### config.mk
export PLATFORM = sky130hd
export DESIGN_NAME = reg_file_mp_flat
export DESIGN_NICKNAME = d
export VERILOG_FILES = /design/src/rtl/reg_file_mp_if.sv /design/src/rtl/reg_file_mp.sv /design/src/flat_wrapper.sv
export SDC_FILE = /design/constraint.sdc
export NUM_CORES = 1
export LEC_CHECK = 0
export ABC_AREA = 0
export CAP_MARGIN = 20
export CORE_MARGIN = 1.5
export CORE_UTILIZATION = 66
export CTS_CLUSTER_DIAMETER = 50
export DETAILED_ROUTE_END_ITERATION = 10
export GPL_ROUTABILITY_DRIVEN = 0
export MAX_ROUTING_LAYER = met4
export PLACE_DENSITY = 0.84
export SYNTH_ARGS = -nofsm -noshare
export SYNTH_HDL_FRONTEND = slang
export SYNTH_SLANG_ARGS = --single-unit
### constraint.sdc
create_clock -name CLK -period 5.6 [get_ports CLK]
set_input_delay 1.68 -clock CLK [delete_from_list [all_inputs] [get_ports CLK]]
set_output_delay 1.68 -clock CLK [all_outputs]
set_load 0.005 [all_outputs]
### src/rtl/reg_file_mp_if.sv
// Bus bundle for reg_file_mp: read ports, write port, reserve port,
// scoreboard and status. The master drives operations; the slave is the
// register file itself.
interface reg_file_mp_if #(
  parameter int DATA_WIDTH = 32,
  parameter int ADDR_WIDTH = 5,
  parameter int NUM_RD     = 2
);
  localparam int DEPTH = 2 ** ADDR_WIDTH;

  logic                         READY;
  logic                         READ;
  logic [NUM_RD*ADDR_WIDTH-1:0] ADDR_R;
  logic [NUM_RD*DATA_WIDTH-1:0] DATA_R;
  logic                         RD_VALID;
  logic [NUM_RD-1:0]            RD_BUSY;
  logic                         WRITE;
  logic [ADDR_WIDTH-1:0]        ADDR_W;
  logic [DATA_WIDTH-1:0]        DATA_W;
  logic                         RSV;
  logic [ADDR_WIDTH-1:0]        ADDR_RSV;
  logic [DEPTH-1:0]             BUSY;

  modport master (
    output READ, ADDR_R, WRITE, ADDR_W, DATA_W, RSV, ADDR_RSV,
    input  READY, DATA_R, RD_VALID, RD_BUSY, BUSY
  );

  modport slave (
    input  READ, ADDR_R, WRITE, ADDR_W, DATA_W, RSV, ADDR_RSV,
    output READY, DATA_R, RD_VALID, RD_BUSY, BUSY
  );
endinterface

### src/rtl/reg_file_mp.sv
// Multi-read-port register file with registered read data, write-to-read
// bypass, optional hard-wired zero register and a per-register busy
// scoreboard. After reset a sweep clears every entry so the storage can be
// a plain RAM without a reset net; READY rises when the sweep finishes.
module reg_file_mp #(
  parameter int DATA_WIDTH = 32,
  parameter int ADDR_WIDTH = 5,
  parameter int NUM_RD     = 2,
  parameter bit ZERO_REG   = 1'b1
) (
  input logic          CLK,
  input logic          RST,
  reg_file_mp_if.slave bus
);
  localparam int DEPTH = 2 ** ADDR_WIDTH;

  typedef enum logic {CLEAR, RUN} state_t;

  state_t                       state_q, state_d;
  logic [ADDR_WIDTH-1:0]        cnt_q, cnt_d;
  logic [DATA_WIDTH-1:0]        mem_q [DEPTH];
  logic                         mem_we;
  logic [ADDR_WIDTH-1:0]        mem_waddr;
  logic [DATA_WIDTH-1:0]        mem_wdata;
  logic [NUM_RD*DATA_WIDTH-1:0] data_r_q, data_r_d;
  logic                         rd_valid_q, rd_valid_d;
  logic [NUM_RD-1:0]            rd_busy_q, rd_busy_d;
  logic [DEPTH-1:0]             busy_q, busy_d;

  logic                         running;
  logic                         wr_ok;
  logic                         rsv_ok;
  logic [ADDR_WIDTH-1:0]        port_addr [NUM_RD];
  logic [DATA_WIDTH-1:0]        port_data [NUM_RD];
  logic                         port_busy [NUM_RD];

  assign running = (state_q == RUN);
  // Writes/reserves to register 0 are dropped when it is hard-wired zero.
  assign wr_ok  = running && bus.WRITE && !(ZERO_REG && (bus.ADDR_W == '0));
  assign rsv_ok = running && bus.RSV && !(ZERO_REG && (bus.ADDR_RSV == '0));

  // Per-port read value: zero register, then same-cycle write bypass, then array.
  // Busy seen by the read is after the same-cycle write clear, before the reserve.
  generate
    for (genvar gi = 0; gi < NUM_RD; gi++) begin : g_port
      logic hit;
      assign port_addr[gi] = bus.ADDR_R[gi*ADDR_WIDTH +: ADDR_WIDTH];
      assign hit           = wr_ok && (bus.ADDR_W == port_addr[gi]);
      assign port_data[gi] = (ZERO_REG && (port_addr[gi] == '0)) ? '0 :
                             hit ? bus.DATA_W : mem_q[port_addr[gi]];
      assign port_busy[gi] = hit ? 1'b0 : busy_q[port_addr[gi]];
    end
  endgenerate

  // Sweep FSM next state and the single array write port selection.
  always_comb begin
    state_d   = state_q;
    cnt_d     = cnt_q;
    mem_we    = 1'b0;
    mem_waddr = bus.ADDR_W;
    mem_wdata = bus.DATA_W;
    case (state_q)
      CLEAR: begin
        mem_we    = 1'b1;
        mem_waddr = cnt_q;
        mem_wdata = '0;
        cnt_d     = cnt_q + 1'b1;
        if (cnt_q == '1) state_d = RUN;
      end
      RUN: begin
        mem_we = wr_ok;
      end
      default: state_d = CLEAR;
    endcase
  end

  // Read capture and scoreboard update; read data holds when READ is low.
  always_comb begin
    data_r_d   = data_r_q;
    rd_busy_d  = rd_busy_q;
    rd_valid_d = 1'b0;
    busy_d     = busy_q;
    if (running) begin
      if (bus.READ) begin
        rd_valid_d = 1'b1;
        for (int k = 0; k < NUM_RD; k++) begin
          data_r_d[k*DATA_WIDTH +: DATA_WIDTH] = port_data[k];
          rd_busy_d[k]                         = port_busy[k];
        end
      end
      // Clear first, then set, so a new producer wins over a completing one.
      if (wr_ok)  busy_d[bus.ADDR_W]   = 1'b0;
      if (rsv_ok) busy_d[bus.ADDR_RSV] = 1'b1;
    end
    if (ZERO_REG) busy_d[0] = 1'b0;
  end

  // Control and output registers with synchronous reset.
  always_ff @(posedge CLK) begin
    if (RST) begin
      state_q    <= CLEAR;
      cnt_q      <= '0;
      data_r_q   <= '0;
      rd_valid_q <= 1'b0;
      rd_busy_q  <= '0;
      busy_q     <= '0;
    end else begin
      state_q    <= state_d;
      cnt_q      <= cnt_d;
      data_r_q   <= data_r_d;
      rd_valid_q <= rd_valid_d;
      rd_busy_q  <= rd_busy_d;
      busy_q     <= busy_d;
    end
  end

  // Storage array without reset; contents are initialised by the sweep.
  always_ff @(posedge CLK) begin
    if (mem_we && !RST) mem_q[mem_waddr] <= mem_wdata;
  end

  assign bus.READY    = running;
  assign bus.DATA_R   = data_r_q;
  assign bus.RD_VALID = rd_valid_q;
  assign bus.RD_BUSY  = rd_busy_q;
  assign bus.BUSY     = busy_q;
endmodule

### src/flat_wrapper.sv
// flat-port wrapper written by rule: the top's interface ports become plain ports
module reg_file_mp_flat 
#(
  parameter int DATA_WIDTH = 32,
  parameter int ADDR_WIDTH = 5,
  parameter int NUM_RD     = 2,
  parameter bit ZERO_REG   = 1'b1
)
  (CLK, RST, bus_READ, bus_ADDR_R, bus_WRITE, bus_ADDR_W, bus_DATA_W, bus_RSV, bus_ADDR_RSV, bus_READY, bus_DATA_R, bus_RD_VALID, bus_RD_BUSY, bus_BUSY);
  reg_file_mp_if #(.DATA_WIDTH(DATA_WIDTH), .ADDR_WIDTH(ADDR_WIDTH), .NUM_RD(NUM_RD)) bus_i ();
  input logic CLK;
  input logic RST;
  input wire logic [$bits(bus_i.READ)-1:0] bus_READ;
  input wire logic [$bits(bus_i.ADDR_R)-1:0] bus_ADDR_R;
  input wire logic [$bits(bus_i.WRITE)-1:0] bus_WRITE;
  input wire logic [$bits(bus_i.ADDR_W)-1:0] bus_ADDR_W;
  input wire logic [$bits(bus_i.DATA_W)-1:0] bus_DATA_W;
  input wire logic [$bits(bus_i.RSV)-1:0] bus_RSV;
  input wire logic [$bits(bus_i.ADDR_RSV)-1:0] bus_ADDR_RSV;
  output wire logic [$bits(bus_i.READY)-1:0] bus_READY;
  output wire logic [$bits(bus_i.DATA_R)-1:0] bus_DATA_R;
  output wire logic [$bits(bus_i.RD_VALID)-1:0] bus_RD_VALID;
  output wire logic [$bits(bus_i.RD_BUSY)-1:0] bus_RD_BUSY;
  output wire logic [$bits(bus_i.BUSY)-1:0] bus_BUSY;
  assign bus_i.READ = bus_READ;
  assign bus_i.ADDR_R = bus_ADDR_R;
  assign bus_i.WRITE = bus_WRITE;
  assign bus_i.ADDR_W = bus_ADDR_W;
  assign bus_i.DATA_W = bus_DATA_W;
  assign bus_i.RSV = bus_RSV;
  assign bus_i.ADDR_RSV = bus_ADDR_RSV;
  assign bus_READY = bus_i.READY;
  assign bus_DATA_R = bus_i.DATA_R;
  assign bus_RD_VALID = bus_i.RD_VALID;
  assign bus_RD_BUSY = bus_i.RD_BUSY;
  assign bus_BUSY = bus_i.BUSY;
  reg_file_mp #(.DATA_WIDTH(DATA_WIDTH), .ADDR_WIDTH(ADDR_WIDTH), .NUM_RD(NUM_RD), .ZERO_REG(ZERO_REG)) u_core (.CLK(CLK), .RST(RST), .bus(bus_i));
endmodule
### Word-level counts from Yosys, hierarchy flattened

Memory sizes are Yosys's and may differ from the RTL's.
Index checks and enable logic that the tools add are counted.

* add/sub/neg operators: 1
* $lt $le $gt $ge: 6
* equal/unequal tests: 3
* mux-type cells: 25
* bitwise logic cells: 4
* reductions and logical operators: 18

Operators with widths (count)
* 32-bit 2-to-1 mux: 8
* 32-bit AND: 1
* 32-bit inverter: 1
* 32-bit OR: 1
* 5-bit by 6-bit less-than comparator with 1-bit output, second input constant: 4
* 5-bit zero test: 4
* 1-bit 2-to-1 mux: 11
* 1-bit binary-select mux with 5-bit select: 2
* 1-bit demux with 5-bit select: 2
* 5-bit equality test: 2
* 5-bit by 1-bit greater-or-equal comparator with 1-bit output, second input constant: 2
* 1-bit logical AND: 9
* 5-bit by 1-bit adder with 5-bit output, second input constant: 1
* 5-bit equality test, second input constant: 1
* 5-bit 2-to-1 mux: 1
* 1-bit zero test: 3
* 1-bit case mux with 2 select lines: 1
* 2-bit AND reduction: 1
* 2-bit OR reduction: 1
* 1-bit inverter: 1

* register bits after elaboration: 105
* memory bits (writable): 1024
* bits of input ports: 57
* output and inout port bits: 100
* logic and storage cells: 65
* memories: 1

Memories
* u_core.mem_q: words 32, width 32, read ports 2, clocked after memory_dff 0, write ports 1, RTL line reg_file_mp.sv:21 `logic [DATA_WIDTH-1:0] mem_q [DEPTH];`

### Longest topological paths before layout

* depth after elaboration: 10
* mapped depth: 9
* mapped depth without buffers: 6

### Worst setup path before layout

OpenSTA, ideal clock, no wires.

* path kind: in2reg
* start point: in bus_ADDR_W[2]
* end point: mem u_core.mem_q[0][0], enable pin
* library setup time: 421 ps
* data arrival time: 3921 ps
* required time: 5179 ps
* path slack: 1258 ps
* stages: 6
* buffers on the path: 1
* cells stage by stage: buf_2 > or3_4 > nor2_1 > o32ai_1 > nand2_1 > nor2_1

* longest elaborated chain between the ends: 7
* elaborated cells between the ends (all ways): 8
* those cells by class: mux (4); reduce/logical (4)

Ends and longest elaborated chain
* start, declared: RTL line flat_wrapper.sv:16 `input wire logic [$bits(bus_i.ADDR_W)-1:0] bus_ADDR_W;`
* 5-bit zero test: RTL line reg_file_mp.sv:39 `assign wr_ok = running && bus.WRITE && !(ZERO_REG && (bus.ADDR_W == '0));`
* 1-bit zero test: RTL line reg_file_mp.sv:39
* 1-bit logical AND: RTL line reg_file_mp.sv:39
* 1-bit case mux with 2 select lines: RTL line reg_file_mp.sv:62 `case (state_q)`
* 1-bit logical AND: RTL line reg_file_mp.sv:119 `if (mem_we && !RST) mem_q[mem_waddr] <= mem_wdata;`
* 1-bit 2-to-1 mux: RTL line reg_file_mp.sv:119
* 1-bit 2-to-1 mux (not written as such): RTL line reg_file_mp.sv:119
* end, declared: RTL line reg_file_mp.sv:21

Several ways; a longest one is shown, not always the timed one.

### Final worst setup path

* start point: in bus_ADDR_R[8]
* end point: reg u_core.data_r_q[32], in the netlist u_core.bus.DATA_R[32]

* longest elaborated chain between the ends: 4
* elaborated cells between the ends (all ways): 6
* those cells by class: eq/ne (1); mux (2); reduce/logical (2); memory (1)

Ends and longest elaborated chain
* start, declared: RTL line flat_wrapper.sv:14 `input wire logic [$bits(bus_i.ADDR_R)-1:0] bus_ADDR_R;`
* parallel branches: the longest is 3 deep, another holds memory 32 x 32 bit
* 32-bit 2-to-1 mux (*): RTL line reg_file_mp.sv:49 `assign port_data[gi] = (ZERO_REG && (port_addr[gi] == '0)) ? '0 :`
* end signal, assigned: RTL line reg_file_mp.sv:110 `data_r_q <= data_r_d;`
* end, declared: RTL line reg_file_mp.sv:25 `logic [NUM_RD*DATA_WIDTH-1:0] data_r_q, data_r_d;`

Mark *: on every way between the ends.
A chain may end at the register's enable or synchronous reset.

==> flow_metrics.py <==
metrics = {
    "final_layout": {
        "finalNonFillerCells": 3980,
        "final_cell_mix": "edfxtp_1, mux4_2, o22ai_1",
        "fin_nets": 2956,
        "layout_commonest_cell": "edfxtp_1",
        "syn_to_final_growth_pct": 14.8,
        "drive_gt1_share_pct": 29.9,
        "nFillCells": 3766,
    },
    "worst_setup_path": {
        "r2r_cells": 7,
        "r2r-start": "u_core.bus.READY$_SDFF_PP0_",
        "endpoint": "u_core.bus.DATA_R[32]$_SDFFE_PP0P_",
        "cp.required_ns": 6.23,
        "startpoint": "bus_ADDR_R[8]",
        "r2r_end": "u_core.bus.DATA_R[32]$_SDFFE_PP0P_",
        "start_kind": "primary input",
        "criticalPathCategory": "primary input to flop",
        "cp_max_fo": 18,
        "endpoint_kind": "flop",
        "cp.arrival_ns": 5.20,
        "ff2ff_setup_slack_ns": 1.63,
    },
    "placement": {
        "dp.cells": 3751,
        "io_buffers": 155,
        "dpl.hpwl_um": 94200,
    },
    "timing": {
        "drv_slew": 0,
        "timing_hold_violations_final": 0,
        "max_freq_ghz": 0.219,
        "period_needed_ns": 4.57,
        "finalCritPeriodShare_pct": 81.6,
        "setup_tns_ns": 0,
        "finalClockSkew_ns": 0.0217,
        "worstMarginPinSlew_ns": 1.28,
        "final-setup-viol-count": 0,
        "relSlewSlack_pct": 13.7,
        "grt_setup_unrepaired": "no",
    },
    "clock_network": {
        "cts_made_buffers": 115,
        "cts_buffer_depth": 3,
        "clkSlewWorstSetupHoldPaths_ns": 0.06,
        "cts_sinks": 1128,
        "cts_resized": 0,
        "cts_tree": "built",
        "ctsHoldBuffers": 0,
        "worstSkewPairLatency_ns": 0.70,
        "h-tree-depth": 3,
        "clockRootBuffer": "clkbuf_16",
        "post-cts-setup-buffers": 0,
    },
    "logic_synthesis": {
        "synth.avg_cell_area_sq_um": 18.7,
        "synth_compound_area_share_pct": 5.37,
        "synth.mux.area_fraction_pct": 23.4,
        "async_reset_ff_share_pct": 0,
        "synth.top_cell.area_share_pct": 60.8,
        "yosys.area_share.simple_pct": 3.42,
        "synth_area_sq_um": 50600,
        "syn_inst": 2706,
        "synthAdderAreaFrac_pct": 0.0495,
        "synth_seq_area_share_pct": 64.9,
        "yosysUniqueCellTypes": 50,
        "yosys_warnings": 0,
        "synth_top_family_by_area": "multiplexers",
        "synth.top_cells.by_area": "edfxtp_1, mux4_2, dfxtp_1",
        "synth-xor-area-share_pct": 0.208,
        "yosys.area.top_type": "edfxtp_1",
        "synth_seq_cells": 1128,
        "syn-num-nets": 2765,
        "synth-edff-count": 1024,
        "ys.flop_type": "edfxtp_1",
    },
    "die": {
        "initial_core_util_pct": 66.7,
        "ios": 157,
        "die_w_um": 280,
        "die_y_um": 280,
        "core-area_sq_um": 75800,
        "num_rows": 101,
        "dieArea_sq_um": 78300,
    },
    "status": {
        "outcome": "completed",
    },
    "route": {
        "drtIter0Drc": 7225,
        "ant_nets": 0,
        "drt-vias-per-instance": 8.60,
        "first_pass_iters": 8,
        "wl_per_cell_um": 42.4,
        "vias": 34200,
        "drt_wl_total_um": 169000,
        "drc": 0,
    },
    "power_and_ir_drop": {
        "vdd_drop_max_mv": 0.279,
        "p_leak_nw": 18.1,
        "power_density_nw_per_um2": 317,
    },
    "worst_hold_path": {
        "holdCritPathClass": "flop to flop",
        "min_from": "u_core.bus.RD_BUSY[1]$_SDFFE_PP0P_",
    },
    "grt": {
        "grt_pass1_vias": 34700,
        "grt_max_degree": 87,
        "track_usage_pct": 45.2,
        "grt-ovfl-total": 0,
        "antenna_found_initial": 5,
        "grt_pass1_wl_um": 240000,
    },
    "job": {
        "cap_violations": 0,
    },
}
[metal layers]
layer,track usage (%),up-vias,part of all wire [%]
li1,-,12000,-
met1,53.2,16800,29
met2,66.3,4169,46
met3,15.3,1196,16
met4,31.2,0,9.2
met5,-,-,0
[state kept, by name (all words and copies together), names as in the netlist]
register,cells
u_core.bus.RD_VALID,1
u_core.cnt_q,5
u_core.mem_q,1024
u_core.bus.RD_BUSY,2
u_core.bus.DATA_R,64
u_core.bus.READY,1
u_core.bus.BUSY,31
[cells in the mapped netlist, drive strengths merged, types with 7 or more instances]
master / n
edfxtp: 1024
mux4: 514
o22ai: 256
nand2: 128
buf: 120
dfxtp: 104
clkbuf: 96
nor4: 67
nor2: 55
inv: 42
a21oi: 36
o21ai: 35
a22oi: 34
and2: 33
a222oi: 32
mux2i: 24
nand3: 21
nor2b: 15
xnor2: 7
[stage by stage]
step | utilization [%] | cell area, sq um | setup slack [ns] | hold slack (ns) | total power [mW]
detailed placement | 71.0 | 53900 | 0.768 | 0.452 | 10.4
finish | 76.5 | 58000 | 1.03 | 0.469 | 18.4
global route | 76.5 | 58000 | 1.12 | 0.508 | 18.7
floorplan | - | 50600 | 1.26 | 0.444 | 10.1
global placement | 71.0 | 53900 | 0.837 | 0.448 | 10.4
CTS | 76.3 | 57800 | 1.39 | 0.466 | 18.3
[power breakdown]
| part | internal (mW) | leakage [nW] | switching [mW] | total [mW] |
|---|---|---|---|---|
| clock network | 4.68 | 1.92 | 3.41 | 8.09 |
| registers | 9.10 | 9.85 | 0.0309 | 9.13 |
| logic | 0.510 | 6.30 | 0.678 | 1.19 |
| total | 14.3 | 18.1 | 4.12 | 18.4 |
[area by class of cell]
cell class / count / area (sq um) / share of cell area [%]
Sequential cell: 1128 / 32800 / 56.6
Clock buffer: 157 / 3210 / 5.53
Timing Repair Buffer: 290 / 3100 / 5.34
Clock inverter: 61 / 742 / 1.28
Multi-Input combinational cell: 1320 / 16700 / 28.9
Antenna cell: 4 / 10.0 / 0.0173
Inverter: 42 / 158 / 0.272
Tap cell: 978 / 1220 / 2.11
[how the worst min path moves through the flow]
stage / end / slack, ns / cells past startpoint
detailed placement: u_core.bus.RD_BUSY[1]$_SDFFE_PP0P_ / 0.45 / 2
global placement: u_core.bus.RD_BUSY[1]$_SDFFE_PP0P_ / 0.45 / 2
global route: u_core.bus.RD_BUSY[0]$_SDFFE_PP0P_ / 0.51 / 1
floorplan: u_core.bus.RD_BUSY[1]$_SDFFE_PP0P_ / 0.44 / 2
CTS: u_core.bus.RD_BUSY[1]$_SDFFE_PP0P_ / 0.47 / 2
finish: u_core.bus.RD_BUSY[1]$_SDFFE_PP0P_ / 0.47 / 2
[logic make-up after synthesis]
kind of cell / count (synthesis)
xor+xnor: 12
compound gates: 414
buf+inv: 258
flops: 1128
simple gates: 350
other cells: 1
mux: 541
fa+ha+maj: 2
[critical path, stage by stage]
cell and delay [ns]:
clkdlybuf4s50_1 0.93, xnor2_1 0.19, nand3_1 0.12, nor4_2 0.97, o311a_2 0.76, buf_12 0.28
a222oi_1 0.10, inv_1 0.13
Power figures use the tool's default switching activity.
